<file path="config.mk">
export PLATFORM = sky130hd
export DESIGN_NAME = circle_gen
export DESIGN_NICKNAME = d
export VERILOG_FILES = /design/src/rtl/circle_gen.sv
export SDC_FILE = /design/constraint.sdc
export NUM_CORES = 1
export LEC_CHECK = 0
export ABC_CLOCK_PERIOD_IN_PS = 11300
export BUFFER_PORTS_ARGS = -buffer_cell sky130_fd_sc_hd__clkbuf_2
export CAP_MARGIN = 20
export CORE_ASPECT_RATIO = 1.5
export CORE_MARGIN = 8
export CORE_UTILIZATION = 55
export DETAILED_ROUTE_END_ITERATION = 12
export MAX_ROUTING_LAYER = met4
export PLACE_DENSITY = 0.73
export SYNTH_ARGS = -nofsm -noshare
export SYNTH_HDL_FRONTEND = slang
export SYNTH_SLANG_ARGS = --single-unit
export TNS_END_PERCENT = 10
</file>
<file path="constraint.sdc">
create_clock -name clk -period 11.3 [get_ports clk]
set_clock_uncertainty 0.15 [all_clocks]
set_input_delay 3.39 -clock clk [delete_from_list [all_inputs] [get_ports clk]]
set_output_delay 3.39 -clock clk [all_outputs]
set_load 0.1 [all_outputs]
</file>
<file path="src/rtl/circle_gen.sv">
// Midpoint circle rasteriser: streams outline points or filled-disc spans
// to a VGA pixel port with backpressure and screen clipping.
module circle_gen #(
  parameter int X_W   = 8,
  parameter int Y_W   = 7,
  parameter int R_W   = 8,
  parameter int SCR_W = 160,
  parameter int SCR_H = 120
) (
  input  logic           clk,
  input  logic           rst,
  input  logic           start,
  input  logic           fill,
  input  logic [2:0]     colour,
  input  logic [X_W-1:0] centre_x,
  input  logic [Y_W-1:0] centre_y,
  input  logic [R_W-1:0] radius,
  input  logic           vga_ready,
  output logic           done,
  output logic [X_W-1:0] vga_x,
  output logic [Y_W-1:0] vga_y,
  output logic [2:0]     vga_colour,
  output logic           vga_plot
);
  localparam int XY_W = (X_W > Y_W) ? X_W : Y_W;
  localparam int C_W  = ((XY_W > R_W) ? XY_W : R_W) + 3;
  localparam int K_W  = R_W + 3;

  typedef enum logic [1:0] {IDLE, INIT, PLOT, DONE} state_t;
  state_t state, state_n;

  logic           fill_r;
  logic [2:0]     col_r;
  logic [X_W-1:0] cx_r;
  logic [Y_W-1:0] cy_r;
  logic [R_W-1:0] rad_r;

  logic signed [K_W-1:0] ox, oy, crit, sx;
  logic [2:0]            idx;
  logic                  gen_busy, out_vld, adv;

  logic signed [K_W-1:0] ox_n, oy_n, crit_n, half, half_nx;
  logic signed [C_W-1:0] cxs, cys, oxw, oyw, sxw, dx, dy, px, py;
  logic                  crit_le0, last_px, in_bnd;

  // A clipped pixel never waits for the sink; a plotted one waits for ready.
  assign adv  = !out_vld || !vga_plot || vga_ready;
  assign done = (state == DONE);

  always_comb begin
    crit_le0 = crit[K_W-1] || (crit == '0);
    oy_n     = oy + K_W'(1);
    ox_n     = crit_le0 ? ox : ox - K_W'(1);
    crit_n   = crit_le0 ? crit + (oy_n <<< 1) + K_W'(1)
                        : crit + ((oy_n - ox_n) <<< 1) + K_W'(1);
    half     = (idx[1:0] >= 2'd2) ? oy : ox;
    half_nx  = (idx[1:0] >= 2'd1) ? oy : ox;
    last_px  = fill_r ? (idx[1:0] == 2'd3 && sx == half) : (idx == 3'd7);
  end

  always_comb begin
    cxs = $signed({{(C_W-X_W){1'b0}}, cx_r});
    cys = $signed({{(C_W-Y_W){1'b0}}, cy_r});
    oxw = C_W'(ox);
    oyw = C_W'(oy);
    sxw = C_W'(sx);
    dx  = idx[0] ? oyw : oxw;
    dy  = idx[0] ? oxw : oyw;
    px  = '0;
    py  = '0;
    if (!fill_r) begin
      px = (idx[2] ^ idx[1]) ? cxs - dx : cxs + dx;
      py = idx[2] ? cys - dy : cys + dy;
    end else begin
      px = cxs + sxw;
      case (idx[1:0])
        2'd0:    py = cys + oyw;
        2'd1:    py = cys - oyw;
        2'd2:    py = cys + oxw;
        default: py = cys - oxw;
      endcase
    end
    in_bnd = !px[C_W-1] && (px < C_W'(SCR_W)) && !py[C_W-1] && (py < C_W'(SCR_H));
  end

  always_ff @(posedge clk) begin
    if (rst) state <= IDLE;
    else     state <= state_n;
  end

  always_comb begin
    state_n = state;
    case (state)
      IDLE:    if (start) state_n = INIT;
      INIT:    state_n = PLOT;
      PLOT:    if (adv && !gen_busy) state_n = DONE;
      DONE:    if (!start) state_n = IDLE;
      default: state_n = IDLE;
    endcase
  end

  always_ff @(posedge clk) begin
    if (rst) begin
      fill_r     <= 1'b0;
      col_r      <= '0;
      cx_r       <= '0;
      cy_r       <= '0;
      rad_r      <= '0;
      ox         <= '0;
      oy         <= '0;
      crit       <= '0;
      sx         <= '0;
      idx        <= '0;
      gen_busy   <= 1'b0;
      out_vld    <= 1'b0;
      vga_x      <= '0;
      vga_y      <= '0;
      vga_colour <= '0;
      vga_plot   <= 1'b0;
    end else begin
      case (state)
        IDLE: if (start) begin
          fill_r <= fill;
          col_r  <= colour;
          cx_r   <= centre_x;
          cy_r   <= centre_y;
          rad_r  <= radius;
        end
        INIT: begin
          ox       <= K_W'(rad_r);
          oy       <= '0;
          crit     <= K_W'(1) - K_W'(rad_r);
          sx       <= -K_W'(rad_r);
          idx      <= '0;
          gen_busy <= 1'b1;
          out_vld  <= 1'b0;
        end
        PLOT: if (adv) begin
          if (gen_busy) begin
            vga_x      <= px[X_W-1:0];
            vga_y      <= py[Y_W-1:0];
            vga_colour <= col_r;
            vga_plot   <= in_bnd;
            out_vld    <= 1'b1;
            if (last_px) begin
              idx  <= '0;
              oy   <= oy_n;
              ox   <= ox_n;
              crit <= crit_n;
              sx   <= -ox_n;
              if (oy_n > ox_n) gen_busy <= 1'b0;
            end else if (fill_r && sx != half) begin
              sx <= sx + K_W'(1);
            end else begin
              idx <= idx + 3'd1;
              if (fill_r) sx <= -half_nx;
            end
          end else begin
            // Last pixel has just been taken; blank the port for DONE.
            vga_plot <= 1'b0;
            out_vld  <= 1'b0;
          end
        end
        default: ;
      endcase
    end
  end
endmodule

</file>
# ---- Word level (Yosys, flattened, before mapping)
# Index checks and enable logic that the tools add are counted.
dict set report word_totals {
  ff_bits 97
  in_bits 31
  out_inout_bits 20
  word_cells 136
}
dict set report op_classes {
  add_sub_neg 22
  n_lt_le_gt_ge 5
  n_eq_ne 17
  mux 48
  bitwise 1
  reduce_logical 26
}
# cell count
set ops {}
lappend ops {{2-to-1 mux 11 bit} 24}
lappend ops {{case mux 11 bit (2 select lines)} 4}
lappend ops {{adder 11 x 2 -> 11 bit (second input constant)} 4}
lappend ops {{adder 8 x 11 -> 11 bit} 3}
lappend ops {{case mux 11 bit (3 select lines)} 1}
lappend ops {{subtractor 8 x 11 -> 11 bit} 3}
lappend ops {{adder 11 bit} 2}
lappend ops {{adder 9 x 11 -> 11 bit} 2}
lappend ops {{negation 11 bit} 2}
lappend ops {{2-to-1 mux 3 bit} 4}
lappend ops {{!= test 2 bit (second input constant)} 6}
lappend ops {{AND reduction 4 bit} 3}
lappend ops {{equality test 11 bit} 1}
lappend ops {{greater-than comparator 11 bit} 1}
lappend ops {{logical NOT 11 bit} 1}
lappend ops {{less-than comparator 11 x 8 -> 1 bit (second input constant)} 1}
lappend ops {{less-than comparator 11 x 9 -> 1 bit (second input constant)} 1}
lappend ops {{!= test 11 bit} 1}
lappend ops {{negation 8 -> 11 bit} 1}
lappend ops {{subtractor 11 x 2 -> 11 bit (second input constant)} 1}
lappend ops {{subtractor 9 x 11 -> 11 bit} 1}
lappend ops {{subtractor 10 bit} 1}
lappend ops {{subtractor 1 x 8 -> 9 bit (first input constant)} 1}
lappend ops {{equality test 2 bit (second input constant)} 4}
lappend ops {{other kinds (20)} 46}

# ---- Depth between registers and ports, before layout
dict set report logic_depth {
  ltp_word 11
  mapped_depth 22
  mapped_depth_nobuf 21
}

# ---- Least setup slack after synthesis
# No wires, ideal clock.
dict set report synth_timing {
  path_type {in2reg}
  from {input vga_ready}
  to {register crit[6]}
  setup_ps 132
  t_arrival_ps 4899
  required_ps 11018
  slack_ps 6119
  cell_stages 7
  path_buffers 1
  cell_sequence {or2_0 -> nand3_1 -> nor3_2 -> a21oi_2 -> clkbuf_1 -> a211oi_1 -> nor3_1}
}
dict set report synth_via {
  elab_chain_len 3
}
# item line_no
set synth_lines {}
lappend synth_lines {{start: declaration} 18} ;# input logic vga_ready,
lappend synth_lines {{logical OR 1 bit} 47} ;# assign adv = !out_vld || !vga_plot || vga_ready;
lappend synth_lines {{!= test 2 bit (no source line)} n/a}
lappend synth_lines {{AND reduction 4 bit (no source line)} n/a}
lappend synth_lines {{end signal: assignment} 132} ;# crit <= K_W'(1) - K_W'(rad_r);
lappend synth_lines {{end signal: assignment} 149} ;# crit <= crit_n;
lappend synth_lines {{end: declaration} 38} ;# logic signed [K_W-1:0] ox, oy, crit, sx;
# Every way passes these cells.
# A chain may end at the register's enable or synchronous reset.

# ---- Worst setup path in the final report
dict set report layout_timing {
  from {input vga_ready}
  to {register oy[2]}
}
dict set report layout_via {
  elab_chain_len 3
}
# item line_no
set layout_lines {}
lappend layout_lines {{logical OR 1 bit} 47}
lappend layout_lines {{!= test 2 bit (no source line)} n/a}
lappend layout_lines {{AND reduction 4 bit (no source line)} n/a}
lappend layout_lines {{end signal: assignment} 147} ;# oy <= oy_n;
lappend layout_lines {{end: declaration} 38}
# Every way passes these cells.

==> run metrics <==
Initial Util 55.79%; Final Hold Viols 0; Pleak 4.364 nW; Routed Antenna Nets 0; Least-Margin Pin Slew 1015 ps; Ys Warns 0; post-synth cell types 92; nature of the critical path startpoint input pin; R2R cell count 16; core area 17870 um2; Die ar. 22780 um2; EDFF count, synth 0; slowest CP cell or3_1; die width 125.9 um; Worst-path clk slew 70 ps; critical path fanouts, max 25; first-pass GRT wire length 50520 um; post-cts sizing count 0; I/O Buffers 50; critical path arrival 6580 ps; final period utilization 57.49%; cell family with most CP delay simple AND/OR/NAND/NOR gates; post-synthesis register bit count 97; critical path depth 8; Syn Nets 1469; placed cell count 1548; via/cell ratio 6.302; Sink Count 97; Syn Inst Count 1366; Seq. cell area 1943 um2; DRC 0; H-tree levels 3; antenna cells 0; fin. max-slew vios 0; worst vdd ir 0.0003103 V; Slew headroom 32.14%; Buf+Inv Stages, Crit Path 1; hold_buf cts 0; fillers 1720; detailed placement HPWL 23270 um; status completed; die height 180.9 um; clk buf depth 2; Mean Syn Cell Area 7.297 um2; clk root buf clkbuf_16; RR Startpoint idx[0]; final WL 31940 um; Rows 60; Cell Chain, Critical Path clkbuf_2, or2_0, nand3_1, or3_1, nand2_1, o21ai_0, a22oi_1, nor2_1; largest net degree at the start of global routing 59; drt wl/cell 20.42 um; drt first pass iters 5; Final #Nets 1446; initial antenna violation count 0; PwrDens 322.2 nW/um2; fin crit period 6496 ps; area of the multi-input gates 7430 um2; area growth from synthesis to layout 4.895%; Placer Congestion 0.9939; Worst R2R Setup Slack 5520 ps; Setup CP Type in2reg; Non-Filler Instances 1564; sequential-to-total area share from yosys stat 19.48%; CTS tree yes; Critical Path Source vga_ready; RSZ-0062 raised after global routing no; vias in the first global route 9536; setup TNS 0 ps; Primary FF master, synth dfxtp_1; Synth async-reset ratio 0%; final core occ 58.52%; GRT Total Usage 28.43%; setup violators final 0; Critical Path RT 11380 ps; crit-path max cell delay 920 ps; post-CTS setup buffer count 0; Overflow after GRT 0; crit path to oy[2]; Worst Hold Class reg2reg; max_cap viols 0; vias 9856; share of cells above drive strength 1 9.503%; crit end category register; Post-Syn Area 9968 um2; Max Clk Rate 0.1539 GHz; Worst-Skew Late Latency 370 ps; Initial DRC Count 914; cts bufs inserted 9; reg2reg end vga_plot; I/O pins 51
==> cell usage in the layout, fill, tap and decap left out, types with 30 or more instances in the layout <==
cell	netlist	layout
nand2_1	184	184
a21oi_1	137	137
nor2_1	136	136
dfxtp_1	97	96
xnor2_1	86	86
o21ai_0	70	70
ha_1	67	66
xor2_1	54	54
clkbuf_2	1	49
mux2i_1	47	47
inv_1	39	39
nor3_1	39	39
a211oi_1	30	30
==> kinds of logic after synthesis <==
group,Yosys count,synth area share [%]
buf+inv,143,6.138
flops,97,19.48
xor+xnor,142,12.74
mux,54,5.686
compound gates,360,22.78
fa+ha+maj,72,9.414
simple gates,498,23.76
==> worst min-delay path by stage <==
stage	from	to	slack (ps)	cells past startpoint
floorplan	out_vld	out_vld	280	2
global placement	col_r[2]	vga_colour[2]	290	2
detailed placement	col_r[2]	vga_colour[2]	290	2
CTS	col_r[2]	vga_colour[2]	300	2
global route	vga_y[6]	vga_y[6]	330	2
finish	vga_x[3]	vga_x[3]	300	2
==> worst min-delay path: stages, from the launching register on <==
cell and delay (ps):
dfxtp_1 310, nand2_1 50, a21oi_1 50
==> cell type report <==
| cell class | count | area share [%] |
|---|---|---|
| clock buffer | 9 | 2.154 |
| multi-input combinational | 1126 | 71.05 |
| tap | 217 | 2.597 |
| sequential | 97 | 18.58 |
| clock inverter | 6 | 0.4906 |
| timing repair buffer | 67 | 3.614 |
| inverter | 42 | 1.508 |
==> registers in the layout, summed over array words and instances (netlist names), 2 cells and up <==
signal and count:
crit 11, ox 11, oy 11, sx 11, cx_r 8, rad_r 8, vga_x 8, cy_r 7
vga_y 7, col_r 3, idx 3, vga_colour 3, state 2
==> synth_stat cells, types with 5 or more instances <==
cell | count | share of area (%)
nand2_1 | 184 | 6.9
a21oi_1 | 137 | 6.9
nor2_1 | 136 | 5.1
dfxtp_1 | 97 | 19
xnor2_1 | 86 | 7.6
clkbuf_1 | 73 | 2.7
o21ai_0 | 70 | 3.5
ha_1 | 67 | 8.4
xor2_1 | 54 | 4.7
mux2i_1 | 47 | 4.7
inv_1 | 39 | 1.5
nor3_1 | 39 | 2.0
a211oi_1 | 30 | 2.3
nand3_1 | 28 | 1.4
a21o_1 | 20 | 1.5
a31oi_1 | 18 | 1.1
nand2b_1 | 14 | 0.88
nor4_1 | 12 | 0.75
o211ai_1 | 12 | 0.90
or3_1 | 11 | 0.69
and3_1 | 10 | 0.63
buf_1 | 10 | 0.38
nor2b_1 | 10 | 0.63
buf_2 | 8 | 0.40
buf_6 | 8 | 0.90
nand4_1 | 8 | 0.50
and2_1 | 6 | 0.38
o21bai_1 | 6 | 0.45
a221oi_1 | 5 | 0.44
fa_1 | 5 | 1.0
o21a_1 | 5 | 0.38
==> through the flow <==
step | instance area, um2 | hold WS, ps | setup WS, ps | power (mW)
final | 10460 | 300.2 | 4804 | 3.369
after global routing | 10460 | 331.6 | 4551 | 3.626
after CTS | 10450 | 302.6 | 4869 | 3.336
after detailed placement | 10170 | 291.7 | 4496 | 3.018
after global placement | 10170 | 289.3 | 4612 | 2.986
after floorplan | 9968 | 282.2 | 6119 | 2.453
==> layer usage <==
| layer | vias up | global-route usage [%] | share of wire, % |
|---|---|---|---|
| met4 | 0 | 20.73 | 7.0 |
| li1 | 4775 | - | - |
| met2 | 368 | 47.31 | 49 |
| met1 | 4586 | 30.35 | 38 |
| met3 | 127 | 4.126 | 5.9 |
| met5 | - | - | 0 |
==> where the power goes <==
group	total (mW)	switching, mW	internal, mW
registers	0.528	0.121	0.407
logic	2.54	1.53	1.01
clock network	0.305	0.154	0.151
total	3.37	1.80	1.56
Note: power is estimated with default switching activity, not from simulation.
